## config.mk

```make
export PLATFORM = sky130hd
export DESIGN_NAME = register_bank
export DESIGN_NICKNAME = d
export VERILOG_FILES = /design/src/rtl/register_bank.sv
export SDC_FILE = /design/constraint.sdc
export NUM_CORES = 1
export LEC_CHECK = 0
export BUFFER_PORTS_ARGS = -buffer_cell sky130_fd_sc_hd__buf_2
export CAP_MARGIN = 40
export CORE_ASPECT_RATIO = 1.75
export CORE_MARGIN = 5
export CORE_UTILIZATION = 40
export CTS_CLUSTER_SIZE = 10
export DETAILED_ROUTE_END_ITERATION = 12
export PLACE_DENSITY_LB_ADDON = 0.2
export SYNTH_ARGS = -nofsm -noshare
export SYNTH_HDL_FRONTEND = slang
export SYNTH_SLANG_ARGS = --single-unit
export TNS_END_PERCENT = 1
```

## constraint.sdc

```tcl
create_clock -name clk_1 -period 2.4 [get_ports clk_1]
set_input_delay 0.12 -clock clk_1 [delete_from_list [all_inputs] [get_ports clk_1]]
set_output_delay 0.12 -clock clk_1 [all_outputs]
set_load 0.05 [all_outputs]
```

## src/rtl/register_bank.sv

```systemverilog
`default_nettype none
// ============================================================================
// Module      : register_bank
// Description : CPU-style register bank. NUM_GPR general-purpose registers
//               (0 = accumulator, 1 = X, 2 = Y) with write/increment/decrement
//               and N/Z flag generation, a wrapping stack pointer with a
//               one-cycle wrap pulse, and a maskable 8-bit status register.
// Revision    : 1.0 - initial release
// ============================================================================
module register_bank #(
  parameter int               WIDTH      = 8,
  parameter int               NUM_GPR    = 3,
  parameter logic [WIDTH-1:0] SP_RST     = '1,
  parameter logic [7:0]       STATUS_RST = 8'h20,
  parameter int               N_BIT      = 7,
  parameter int               Z_BIT      = 1,
  localparam int              SELW       = (NUM_GPR > 2) ? $clog2(NUM_GPR) : 1
) (
  input  logic             clk_1,
  input  logic             rst,
  input  logic [SELW-1:0]  gpr_sel,
  input  logic             gpr_we,
  input  logic             gpr_inc,
  input  logic             gpr_dec,
  input  logic [WIDTH-1:0] data_in,
  input  logic             nz_en,
  input  logic             sp_load,
  input  logic             sp_push,
  input  logic             sp_pop,
  input  logic             status_we,
  input  logic [7:0]       status_mask,
  input  logic [7:0]       data_status,
  input  logic [SELW-1:0]  rd_sel_a,
  input  logic [SELW-1:0]  rd_sel_b,
  output logic [WIDTH-1:0] rd_data_a,
  output logic [WIDTH-1:0] rd_data_b,
  output logic [WIDTH-1:0] data_out_sp,
  output logic [7:0]       data_out_status,
  output logic             sp_wrap
);

  logic [WIDTH-1:0] gpr_q [NUM_GPR];
  logic [WIDTH-1:0] gpr_d [NUM_GPR];
  logic [WIDTH-1:0] sp_q;
  logic [WIDTH-1:0] sp_d;
  logic [7:0]       status_q;
  logic [7:0]       status_d;
  logic             sp_wrap_q;
  logic             sp_wrap_d;

  logic             sel_ok;
  logic [WIDTH-1:0] sel_val;
  logic [WIDTH-1:0] gpr_result;
  logic             gpr_any;
  logic             gpr_write;

  // Decode the targeted GPR and form the operation result.
  // inc+dec together leaves the register alone, yet the flag result is then
  // taken from data_in, so the flag path and the write path differ here.
  always_comb begin
    sel_ok  = int'(gpr_sel) < NUM_GPR;
    sel_val = '0;
    for (int i = 0; i < NUM_GPR; i++) begin
      if (gpr_sel == SELW'(i)) sel_val = gpr_q[i];
    end
    gpr_any   = sel_ok & (gpr_we | gpr_inc | gpr_dec);
    gpr_write = sel_ok & (gpr_we | (gpr_inc ^ gpr_dec));
    if (gpr_we || (gpr_inc && gpr_dec)) begin
      gpr_result = data_in;
    end else if (gpr_inc) begin
      gpr_result = sel_val + WIDTH'(1);
    end else begin
      gpr_result = sel_val - WIDTH'(1);
    end
  end

  // Next state of each GPR: only the selected register can change.
  always_comb begin
    for (int i = 0; i < NUM_GPR; i++) begin
      gpr_d[i] = gpr_q[i];
      if (gpr_write && (gpr_sel == SELW'(i))) gpr_d[i] = gpr_result;
    end
  end

  // Stack pointer next state; a load never counts as a wrap.
  always_comb begin
    sp_d      = sp_q;
    sp_wrap_d = 1'b0;
    if (sp_load) begin
      sp_d = data_in;
    end else if (sp_push && !sp_pop) begin
      sp_d      = sp_q - WIDTH'(1);
      sp_wrap_d = (sp_q == '0);
    end else if (sp_pop && !sp_push) begin
      sp_d      = sp_q + WIDTH'(1);
      sp_wrap_d = (sp_q == '1);
    end
  end

  // Status next state: N/Z flag update first, explicit masked write on top.
  always_comb begin
    status_d = status_q;
    if (nz_en && gpr_any) begin
      status_d[N_BIT] = gpr_result[WIDTH-1];
      status_d[Z_BIT] = (gpr_result == '0);
    end
    if (status_we) begin
      status_d = (status_d & ~status_mask) | (data_status & status_mask);
    end
  end

  // State registers with synchronous active-low reset.
  always_ff @(posedge clk_1) begin
    if (!rst) begin
      for (int i = 0; i < NUM_GPR; i++) gpr_q[i] <= '0;
      sp_q      <= SP_RST;
      status_q  <= STATUS_RST;
      sp_wrap_q <= 1'b0;
    end else begin
      for (int i = 0; i < NUM_GPR; i++) gpr_q[i] <= gpr_d[i];
      sp_q      <= sp_d;
      status_q  <= status_d;
      sp_wrap_q <= sp_wrap_d;
    end
  end

  // Combinational read ports; out-of-range selects read zero.
  always_comb begin
    rd_data_a = '0;
    rd_data_b = '0;
    for (int i = 0; i < NUM_GPR; i++) begin
      if (rd_sel_a == SELW'(i)) rd_data_a = gpr_q[i];
      if (rd_sel_b == SELW'(i)) rd_data_b = gpr_q[i];
    end
  end

  assign data_out_sp     = sp_q;
  assign data_out_status = status_q;
  assign sp_wrap         = sp_wrap_q;

endmodule
`default_nettype wire

```

# ---- After elaboration in Yosys (flattened, before gate mapping)
# Memory sizes are Yosys's and may differ from the RTL's.
# Cells that the tools add are included.
dict set report word_totals {
  latch_bits 0
  out_inout_bits 33
  wordCells 75
  inputBits 40
  mem_count 1
  ramBits 24
  reg_bits 17
  rom_bits 0
}
dict set report classes {
  shifts 0
  n_addsub 4
  magnitude_cmp 1
  mux 27
  n_mul 0
  n_eq_ne 7
  n_reduce_logical 17
  div 0
  n_bitwise 14
}
# memory depth width read_ports rd_clocked_by_memory_dff wr line
set memory_table {}
lappend memory_table {gpr_q 3 8 3 0 3 42} ;# logic [WIDTH-1:0] gpr_q [NUM_GPR];
# cell n
set ops {}
lappend ops {{$mux W8} 21}
lappend ops {{$add A8 B1 Y8 const B} 2}
lappend ops {{$and A8 B8 Y8} 2}
lappend ops {{$logic_not A8 Y1} 2}
lappend ops {{$sub A8 B1 Y8 const B} 2}
lappend ops {{$eq A8 B8 Y1 const B} 1}
lappend ops {{$not A8 Y8} 1}
lappend ops {{$or A8 B8 Y8} 1}
lappend ops {{$logic_and A1 B1 Y1} 7}
lappend ops {{$eq A2 B1 Y1 const B} 3}
lappend ops {{$eq A2 B2 Y1 const B} 3}
lappend ops {{$logic_not A2 Y1} 3}
lappend ops {{$mux W1} 6}
lappend ops {{$or A1 B1 Y1} 6}
lappend ops {{$reduce_bool A3 Y1} 1}
lappend ops {{$and A1 B1 Y1} 2}
lappend ops {{$logic_not A1 Y1} 2}
lappend ops {{$lt A2 B2 Y1 const B} 1}
lappend ops {{$reduce_or A2 Y1} 1}
lappend ops {{$logic_or A1 B1 Y1} 1}
lappend ops {{$not A1 Y1} 1}
lappend ops {{$xor A1 B1 Y1} 1}

# ---- Logic depth before layout (Yosys ltp)
# Gate-level depths: netlist of run 1.
dict set report depth {
  word_depth 12
  depth_mapped 12
}

# ---- Least setup slack after synthesis of run 1
# OpenSTA, ideal clock, no wires.
dict set report synth_path {
  path_kind {register to register}
  start {register sp_q[1], in the netlist data_out_sp[1]}
  end {register sp_q[7], in the netlist data_out_sp[7]}
  arrival_ps 2193
  stages_incl_launch_ff 9
  required_ps 2261
  path_slack_ps 68
  synth_period_minus_slack_ps 2332
  path_buffers 0
  path_cell_list {dfxtp_1 > ha_1 > a21oi_1 > nor2b_1 > o31a_1 > o41ai_1 > mux2i_1 > xnor2_1 > o211ai_1}
}
dict set report synth_via {
  elab_chain_len 4
  word_cells_on_any_way 5
  cone_classes {add/sub: 2; mux: 3}
}
# element line
set synth_lines {}
lappend synth_lines {{start, declared} 44} ;# logic [WIDTH-1:0] sp_q;
lappend synth_lines {{start signal, assigned} 121} ;# sp_q <= sp_d;
lappend synth_lines {{$add A8 B1 Y8} 95} ;# sp_d = sp_q + WIDTH'(1);
lappend synth_lines {{$mux W8} 94} ;# end else if (sp_pop && !sp_push) begin
lappend synth_lines {{$mux W8 *} 91} ;# end else if (sp_push && !sp_pop) begin
lappend synth_lines {{$mux W8 *} 89} ;# if (sp_load) begin
# Mark *: on every way between the ends. The rest lies on a longest branch, timed or not. The select of a mux whose other input is x is not followed.
# A chain may end at the register's enable or synchronous reset.

==> results.yml, run 1 <==
worst_setup_path:
  r2r_start: "gpr_q[0][0]"
  crit_path_max_fanout: 4
  path_class: "register to register"
  end_kind: "register"
  worstPathArrival_ns: 2.64
  crit_path_start: "gpr_q[0][0]"
  critPathRequiredTime_ns: 2.63
  start_kind: "register"
layout:
  drive_gt1_share_pct: 28.2
  design_area_um2: 3670
  num_antenna_cells: 0
  nets: 497
  area_growth_pct: 28.4
  nFillCells: 699
  post-route-util_pct: 53.2
floorplan:
  die_area_um2: 9020
  std_cell_rows: 40
  core_area_um2: 6910
  dieWidth_um: 74.0
  die_h_um: 122
  initial_utilization_pct: 41.4
  io_pins: 73
hold_path:
  min_path_type: "input pin to register"
  min_from: "data_status[5]"
synthesis:
  ys_ff_latch: 41
  synthCells: 354
  mappedNetlistArea_um2: 2860
  synth-main-ff-cell: "dfxtp_1"
  synthArstFlopShare_pct: 0
  yosys_warnings: 0
  synth-edff-count: 0
  yosysTopAreaCell: "dfxtp_1"
  synth_area_per_cell_um2: 8.09
  syn-num-nets: 409
  ys_types: 50
  ys_top_cells_by_area: "dfxtp_1, mux2i_1, nand2_1"
  synth_top_area_share_pct: 28.7
  ys_seq_area_share_pct: 28.7
global_route:
  overflow: 0
  antenna_found_initial: 0
  track_usage_pct: 19.5
  grt_pass1_vias: 2884
  grt_max_degree: 28
  grt_pass1_wl_um: 13700
timing:
  final-hold-violation-count: 0
  setup_viol: 1
  tightest_slew_ns: 0.696
  finalSetupTns_ns: -0.00723
  whs_ns: 0.0712
  rsz0062_at_grt: "yes"
  relSlewSlack_pct: 53.5
  fmax_mhz: 415
  layout_min_cycle_time_ns: 2.41
  fin_ws_ns: -0.00723
  finalMaxSlewViolations: 0
  skew_ns: 0.00509
  period_share_pct: 100
clocking:
  numCtsBuffers: 5
  cts_buffer_depth: 2
  htreeDepth: 2
  cts-root-buf: "clkbuf_16"
  clk_pin_slew_ns: 0.06
  tritoncts: "yes"
  clock_latency_ns: 0.29
  cts_num_sinks: 41
route:
  first_iter_violations: 118
  ant_nets: 0
  viasPerCell: 5.38
  drc: 0
  drt-total-wl_um: 8510
  wl_per_cell_um: 16.2
  dr.pass1.iters: 4
  num_vias: 2835
power_and_ir_drop:
  power_density_nw_per_um2: 624
  design_power_total_w: 0.00229
  peakVddDrop_uv: 414
  p_leak_nw: 1.79
status:
  status: "finished, violations left"
  violations: "negative setup slack"
run:
  drv_cap: 0
placed_design:
  dpl-instance-area_um2: 3450
  io_buffers: 72
  place_congestion: 0.856
  hpwlAfterDp_um: 6760
-- worst max-delay path, cell delays in order, from the launching register on --
cell and delay (ns):
dfxtp_1 0.34, mux2i_2 0.19, o21ai_1 0.13, fa_1 0.45, buf_4 0.16, a21o_1 0.15, a21oi_1 0.17, xnor2_1 0.08
mux2i_1 0.26, nand3_1 0.11, nor2_1 0.15, a31o_1 0.16
-- stage by stage --
step	std cells	setup slack (ns)
after floorplan	354	0.0679
final	527	-0.00723
after CTS	527	0.00344
after global routing	527	-0.139
after detailed placement	518	-0.0783
after global placement	517	-0.0354
-- power breakdown --
part           total (W)  internal, W  switching [W]
Clock           0.000763     0.000493       0.000271
Sequential      0.000786     0.000733      0.0000534
Combinational   0.000742     0.000293       0.000449
Total            0.00229      0.00152       0.000773
-- final timing paths --
path / endpoint / slack [ns] / depth (start not counted)
worst max-delay path: data_out_status[1] / -0.007 / 11
worst min register to register: register / 0.46 / 2
worst max register to register: data_out_status[1] / -0.007 / 11
worst min-delay path: register / 0.07 / 3
-- kinds of logic after synthesis --
family / synth area share (%)
AND/OR/NAND/NOR: 20.4
AO/OA/AOI/OAI: 23.8
flip-flops: 28.7
multiplexers: 12.2
buffers and inverters: 4.20
adder cells (fa/ha/maj): 7.08
XOR/XNOR: 3.63
-- layout by cell type (no fill, tap or decap), types with 2 or more instances in the layout --
master,netlist,final
nand3_1,12,12
o21ai_0,31,30
nor4_1,3,3
buf_2,0,72
ha_1,13,13
a21oi_1,9,9
nor3_1,3,3
inv_1,8,8
nor3b_2,2,2
nand4_1,2,2
nor2_1,17,17
nand2_1,71,71
o211ai_1,3,3
o22ai_1,3,2
nor2b_1,12,12
dfxtp_2,0,2
nand2b_1,3,3
dfxtp_1,41,39
buf_4,0,29
o21a_1,4,4
xnor2_2,1,2
mux2i_2,0,3
o31a_1,2,2
a211oi_1,3,2
fa_1,2,2
o31ai_1,2,2
a21boi_0,5,5
xnor2_1,9,8
mux2i_1,35,32
o211a_1,15,15
clkbuf_16,0,5
o311ai_1,3,2
-- cell type report --
cell class	count	area [µm²]	share of cell area, %
Tap cell	84	105	2.86
Sequential cell	41	823	22.4
Clock inverter	2	38.8	1.06
Multi-Input combinational cell	285	1970	53.6
Timing Repair Buffer	101	578	15.7
Inverter	8	30.0	0.817
Clock buffer	6	129	3.51
-- synthesized netlist by cell type, types with 3 or more instances --
cell type  instances
mux2i_1           35
o22ai_1            3
a211oi_1           3
nor2_1            17
nor4_1             3
ha_1              13
nand3_1           12
clkbuf_1          17
o211ai_1           3
inv_1              8
o21a_1             4
o311ai_1           3
xnor2_1            9
dfxtp_1           41
a21boi_0           5
nand2b_1           3
o21ai_0           31
o211a_1           15
a21oi_1            9
nor3_1             3
nor2b_1           12
nand2_1           71
-- layer usage --
metal | global-route usage [%] | share of wire (%) | vias to the layer above
met2 | 36.5 | 55 | 72
met3 | 3.39 | 4.8 | 17
met4 | 8.16 | 2.6 | 0
met5 | 0 | 0 | -
li1 | - | - | 1443
met1 | 20.6 | 37 | 1303
-- repair_timing --
item | in CTS | in global routing
pin swaps | 0 | 5
hold buffers | 0 | 0
setup buffers | 1 | 0
endpoints found under the setup margin | 6 | 14
resized for setup | 2 | 10
Power figures use the tool's default switching activity.
==> run 2: changes to the inputs <==
Settings changed: HOLD_SLACK_MARGIN from default to 0.12.
==> results.yml, run 2 (synthesized netlist as in run 1, its figures left out) <==
worst_setup_path:
  rrSetupSlack_ns: 0.0004
  start_kind: "register"
  cp_cell_sequence: "mux2i_2 -> o21ai_1 -> fa_1 -> buf_4 -> a21o_1 -> a21oi_1 -> xnor2_1 -> mux2i_1 -> nand3_1 -> nor2_1 -> a31o_1"
  critPathRequiredTime_ns: 2.63
  max_stage_delay_ns: 0.45
  path_class: "register to register"
  critical_path.top_delay_family: "compound AO/OA/AOI/OAI gates"
  worstPathArrival_ns: 2.63
  crit_path_max_fanout: 4
  critPathBufInv: 1
  cpMaxStageDelayCell: "fa_1"
  end_kind: "register"
floorplan:
  die_h_um: 122
  initial_utilization_pct: 41.4
  dieWidth_um: 74.0
  io_pins: 73
  std_cell_rows: 40
  core_area_um2: 6910
  die_area_um2: 9020
route:
  dr.pass1.iters: 4
  num_vias: 2912
  wl_per_cell_um: 16.2
  drt-total-wl_um: 8720
  ant_nets: 0
  first_iter_violations: 114
  drc: 0
  viasPerCell: 5.40
global_route:
  grt_max_degree: 28
  grt_pass1_wl_um: 14000
  antenna_found_initial: 0
  grt_pass1_vias: 2978
  overflow: 0
  track_usage_pct: 20.0
timing:
  skew_ns: 0.00541
  layout_min_cycle_time_ns: 2.40
  rsz0062_at_grt: "yes"
  tightest_slew_ns: 0.731
  relSlewSlack_pct: 51.2
  setup_viol: 0
  period_share_pct: 100
  final-hold-violation-count: 0
  finalMaxSlewViolations: 0
  fmax_mhz: 417
layout:
  area_growth_pct: 32.6
  nets: 509
  layout_common_cells: "buf_2, nand2_1, dfxtp_1"
  post-route-util_pct: 54.9
  final_common_cell: "buf_2"
  num_antenna_cells: 0
  regArea_um2: 823
  nFillCells: 686
  multi_input_comb_area_um2: 1970
  drive_gt1_share_pct: 27.5
power_and_ir_drop:
  pwr-share-clk_pct: 33.2
  seqPwrFrac_pct: 34.1
  cell_internal_pwr_w: 0.00153
  switchingPower_w: 0.000779
  p_sw_share_pct: 33.7
  design_power_total_w: 0.00231
  p_leak_nw: 1.83
  combPwrFrac_pct: 32.8
  peakVddDrop_uv: 415
  power_density_nw_per_um2: 608
clocking:
  tritoncts: "yes"
  cts_buffer_depth: 2
  htreeDepth: 2
  clock_latency_ns: 0.29
  clk_pin_slew_ns: 0.06
  cts-root-buf: "clkbuf_16"
  numCtsBuffers: 5
  cts_num_sinks: 41
placed_design:
  hpwlAfterDp_um: 6760
  place_congestion: 0.856
  io_buffers: 72
run:
  drv_cap: 0
status:
  status: "finished clean"
hold_path:
  min_path_type: "input pin to register"
## run 2: cell count changes in the layout (fill, tap and decap cells not counted), sizes merged
cell         before  now
dlygate4sd3       0   12
## run 2: area by class of cell
type | instances | area share (%)
well taps | 84 | 2.77
inverters | 8 | 0.791
clock inverters | 2 | 1.02
flip-flops and latches | 41 | 21.7
repair buffers | 113 | 18.4
clock buffers | 6 | 3.40
multi-input cells | 285 | 51.9
## run 2: worst paths after layout
path / from / depth (start not counted) / to
worst max-delay path: gpr_q[0][0] / 11 / data_out_status[1]
worst min register to register: register / 2 / register
worst max register to register: gpr_q[0][0] / 11 / data_out_status[1]
worst min-delay path: status_mask[0] / 3 / register
## run 2: stage by stage
stage	TNS [ns]	cell area (µm²)	hold WS, ns	instances	setup WS, ns
global route	-1.30	3790	0.153	539	-0.139
global placement	-0.0739	3440	0.357	517	-0.0354
detailed placement	-0.319	3450	0.359	518	-0.0783
finish	0	3790	0.127	539	0.000448
floorplan	0	2860	0.262	354	0.0679
CTS	0	3750	0.126	539	0.00344
## run 2: timing repair
item                                    CTS  global route
gates resized for setup                   2            10
hold endpoints to repair                  7             0
setup buffers                             1             0
hold buffers                             12             0
pin swaps                                 0             5
endpoints found under the setup margin    6            14
## run 2: power groups by stage
| stage | logic, W | clock network [W] | registers, W |
|---|---|---|---|
| 2_1_floorplan | 0.000428 | 0 | 0.000867 |
| 3_3_place_gp | 0.000712 | 0 | 0.000798 |
| 3_5_place_dp | 0.000722 | 0 | 0.000799 |
| 4_1_cts | 0.000744 | 0.000781 | 0.000784 |
| 5_1_grt | 0.000826 | 0.000806 | 0.000793 |
| 6_report | 0.000756 | 0.000766 | 0.000786 |
## run 2: worst reg2reg max path, stage by stage, from the launching register on
cell,delay (ns)
dfxtp_1,0.34
mux2i_2,0.20
o21ai_1,0.13
fa_1,0.45
buf_4,0.16
a21o_1,0.15
a21oi_1,0.17
xnor2_1,0.08
mux2i_1,0.26
nand3_1,0.11
nor2_1,0.15
a31o_1,0.16
## run 2: routing by layer
layer	GRT usage, %	part of all wire, %
met1	20.9	38
met2	37.7	55
met3	3.30	4.3
met4	8.16	2.5
met5	0	0
==> run 3: changes to the inputs <==
Settings changed: ABC_AREA from default to 1.
==> results.yml, run 3 <==
global_route:
  grt_pass1_vias: 3280
  antenna_found_initial: 0
  grt_pass1_wl_um: 15100
  overflow: 0
  track_usage_pct: 21.6
  grt_max_degree: 23
run:
  drv_cap: 0
hold_path:
  hold_path_depth: 3
  hold_path_end: "data_out_sp[2]"
  min_path_type: "input pin to register"
  min_from: "data_in[2]"
power_and_ir_drop:
  design_power_total_w: 0.00219
  p_leak_nw: 1.95
  power_density_nw_per_um2: 585
  peakVddDrop_uv: 371
layout:
  nFillCells: 744
  layout_common_cells: "nand2_1, buf_2, inv_1"
  num_antenna_cells: 0
  final_cells: 643
  drive_gt1_share_pct: 21.0
  multi_input_comb_area_um2: 1810
  nets: 611
  area_growth_pct: 28.4
  final_common_cell: "nand2_1"
  regArea_um2: 821
synthesis:
  yosys-top-cells-count: "nand2_1, inv_1, nand3_1"
  synth-edff-count: 0
  synth-main-ff-cell: "dfxtp_1"
  syn-num-nets: 517
  ys_seq_area_share_pct: 28.2
  ys_types: 37
  ys_top_cells_by_area: "dfxtp_1, nand2_1, inv_1"
  synth_area_per_cell_um2: 6.30
  yosys_warnings: 0
  synth_top_area_share_pct: 28.2
  synthArstFlopShare_pct: 0
  mappedNetlistArea_um2: 2910
  synthCells: 462
  synthMostInstantiatedCell: "nand2_1"
  ys_ff_latch: 41
  yosysTopAreaCell: "dfxtp_1"
clocking:
  cts-root-buf: "clkbuf_16"
  cts_num_sinks: 41
  numCtsBuffers: 5
  tritoncts: "yes"
  post_cts_buffers: 0
  cts_buffer_depth: 2
  clock_latency_ns: 0.29
  htreeDepth: 2
  clk_pin_slew_ns: 0.06
placed_design:
  hpwlAfterDp_um: 7370
  io_buffers: 72
  place_congestion: 0.893
  dp_cells: 615
timing:
  finalMaxSlewViolations: 0
  layout_min_cycle_time_ns: 2.15
  period_share_pct: 89.4
  relSlewSlack_pct: 53.7
  tightest_slew_ns: 0.694
  final-hold-violation-count: 0
  rsz0062_at_grt: "no"
  fmax_mhz: 466
  skew_ns: 0.00571
  finalSetupTns_ns: 0
  setup_viol: 0
floorplan:
  dieWidth_um: 74.5
  io_pins: 73
  die_area_um2: 9150
  initial_utilization_pct: 40.5
  std_cell_rows: 41
  core_area_um2: 7180
  die_h_um: 123
route:
  drc: 0
  drt-total-wl_um: 9380
  wl_per_cell_um: 14.6
  first_iter_violations: 187
  viasPerCell: 5.24
  dr.pass1.iters: 4
  num_vias: 3371
  ant_nets: 0
worst_setup_path:
  start_kind: "register"
  reg2reg_depth: 14
  cpMaxStageDelayCell: "dfxtp_1"
  rrSetupSlack_ns: 0.25
  worstPathArrival_ns: 2.37
  cp_cell_sequence: "o22ai_1 -> nor2_2 -> fa_1 -> inv_1 -> nand2_1 -> o21ai_2 -> nand2_1 -> nor2_1 -> nand2_1 -> nor2_1 -> nand3_1 -> nor2_1 -> nand3_1 -> a21oi_2"
  critPathRequiredTime_ns: 2.62
  crit_path_max_fanout: 4
  end_kind: "register"
  reg2reg_to: "data_out_status[1]"
  r2r_start: "gpr_q[0][17]"
  max_stage_delay_ns: 0.43
  path_class: "register to register"
status:
  status: "finished clean"
==> run 3: per-stage QoR <==
| stage | hold slack (ns) | utilization [%] | setup slack (ns) | instance area (µm²) |
|---|---|---|---|---|
| after global placement | 0.356 | 46.8 | 0.146 | 3360 |
| after detailed placement | 0.360 | 46.8 | 0.117 | 3360 |
| after global routing | 0.167 | 52.0 | 0.00860 | 3740 |
| final | 0.129 | 52.0 | 0.254 | 3740 |
| after CTS | 0.130 | 51.6 | 0.127 | 3710 |
| after floorplan | 0.266 | - | 0.273 | 2910 |
==> run 3: worst max path at each step <==
stage                    from                  to  slack (ns)  cells after the start
2_1_floorplan  data_out_sp[0]      data_out_sp[6]        0.27                     10
3_3_place_gp       gpr_sel[1]  data_out_status[1]        0.15                     17
3_5_place_dp       gpr_sel[1]         gpr_q[0][7]        0.12                     17
4_1_cts           gpr_q[0][3]         gpr_q[0][7]        0.13                     15
5_1_grt           gpr_q[0][3]  data_out_status[1]       0.009                     12
6_report         gpr_q[0][17]  data_out_status[1]        0.25                     14
==> run 3: where the power goes <==
part,internal [W],total (W),switching (W)
registers,0.000734,0.000795,0.0000604
clock network,0.000381,0.000655,0.000274
logic,0.000243,0.000736,0.000494
==> run 3: layer usage <==
| layer | vias to the layer above | wire length [µm] | GRT usage [%] |
|---|---|---|---|
| li1 | 1708 | - | - |
| met1 | 1524 | 3390 | 21.5 |
| met5 | - | 0 | 0 |
| met4 | 0 | 385 | 11.0 |
| met2 | 113 | 5050 | 40.9 |
| met3 | 26 | 555 | 3.93 |
==> run 3: repair_timing <==
item	in CTS	in global routing
setup endpoints to repair	0	8
gates resized for setup	0	7
hold endpoints to repair	8	0
hold buffers	20	0
==> run 3: area by class of cell <==
| cell class | instances | area share (%) |
|---|---|---|
| timing repair buffer | 96 | 15.8 |
| clock buffer | 5 | 3.35 |
| multi-input combinational | 341 | 48.4 |
| clock inverter | 3 | 0.469 |
| inverter | 71 | 7.13 |
| tap | 86 | 2.88 |
| sequential | 41 | 22.0 |
==> run 3: worst max-delay path, delay by kind of cell, from the launching register on <==
kind,cells,cell delay [ns]
DFF,1,0.43
and+or+nand+nor,9,0.78
AOI/OAI and AO/OA,3,0.37
adders and majority gates,1,0.42
buffers and inverters,1,0.06
==> run 3: kinds of logic (layout without fill, tap and decap cells) <==
logic type | after synthesis | after routing | synth area share [%]
compound gates | 95 | 95 | 19.1
xor+xnor | 2 | 2 | 0.602
fa+ha+maj | 15 | 15 | 6.97
buf+inv | 80 | 175 | 10.7
flops | 41 | 41 | 28.2
simple gates | 229 | 229 | 34.5
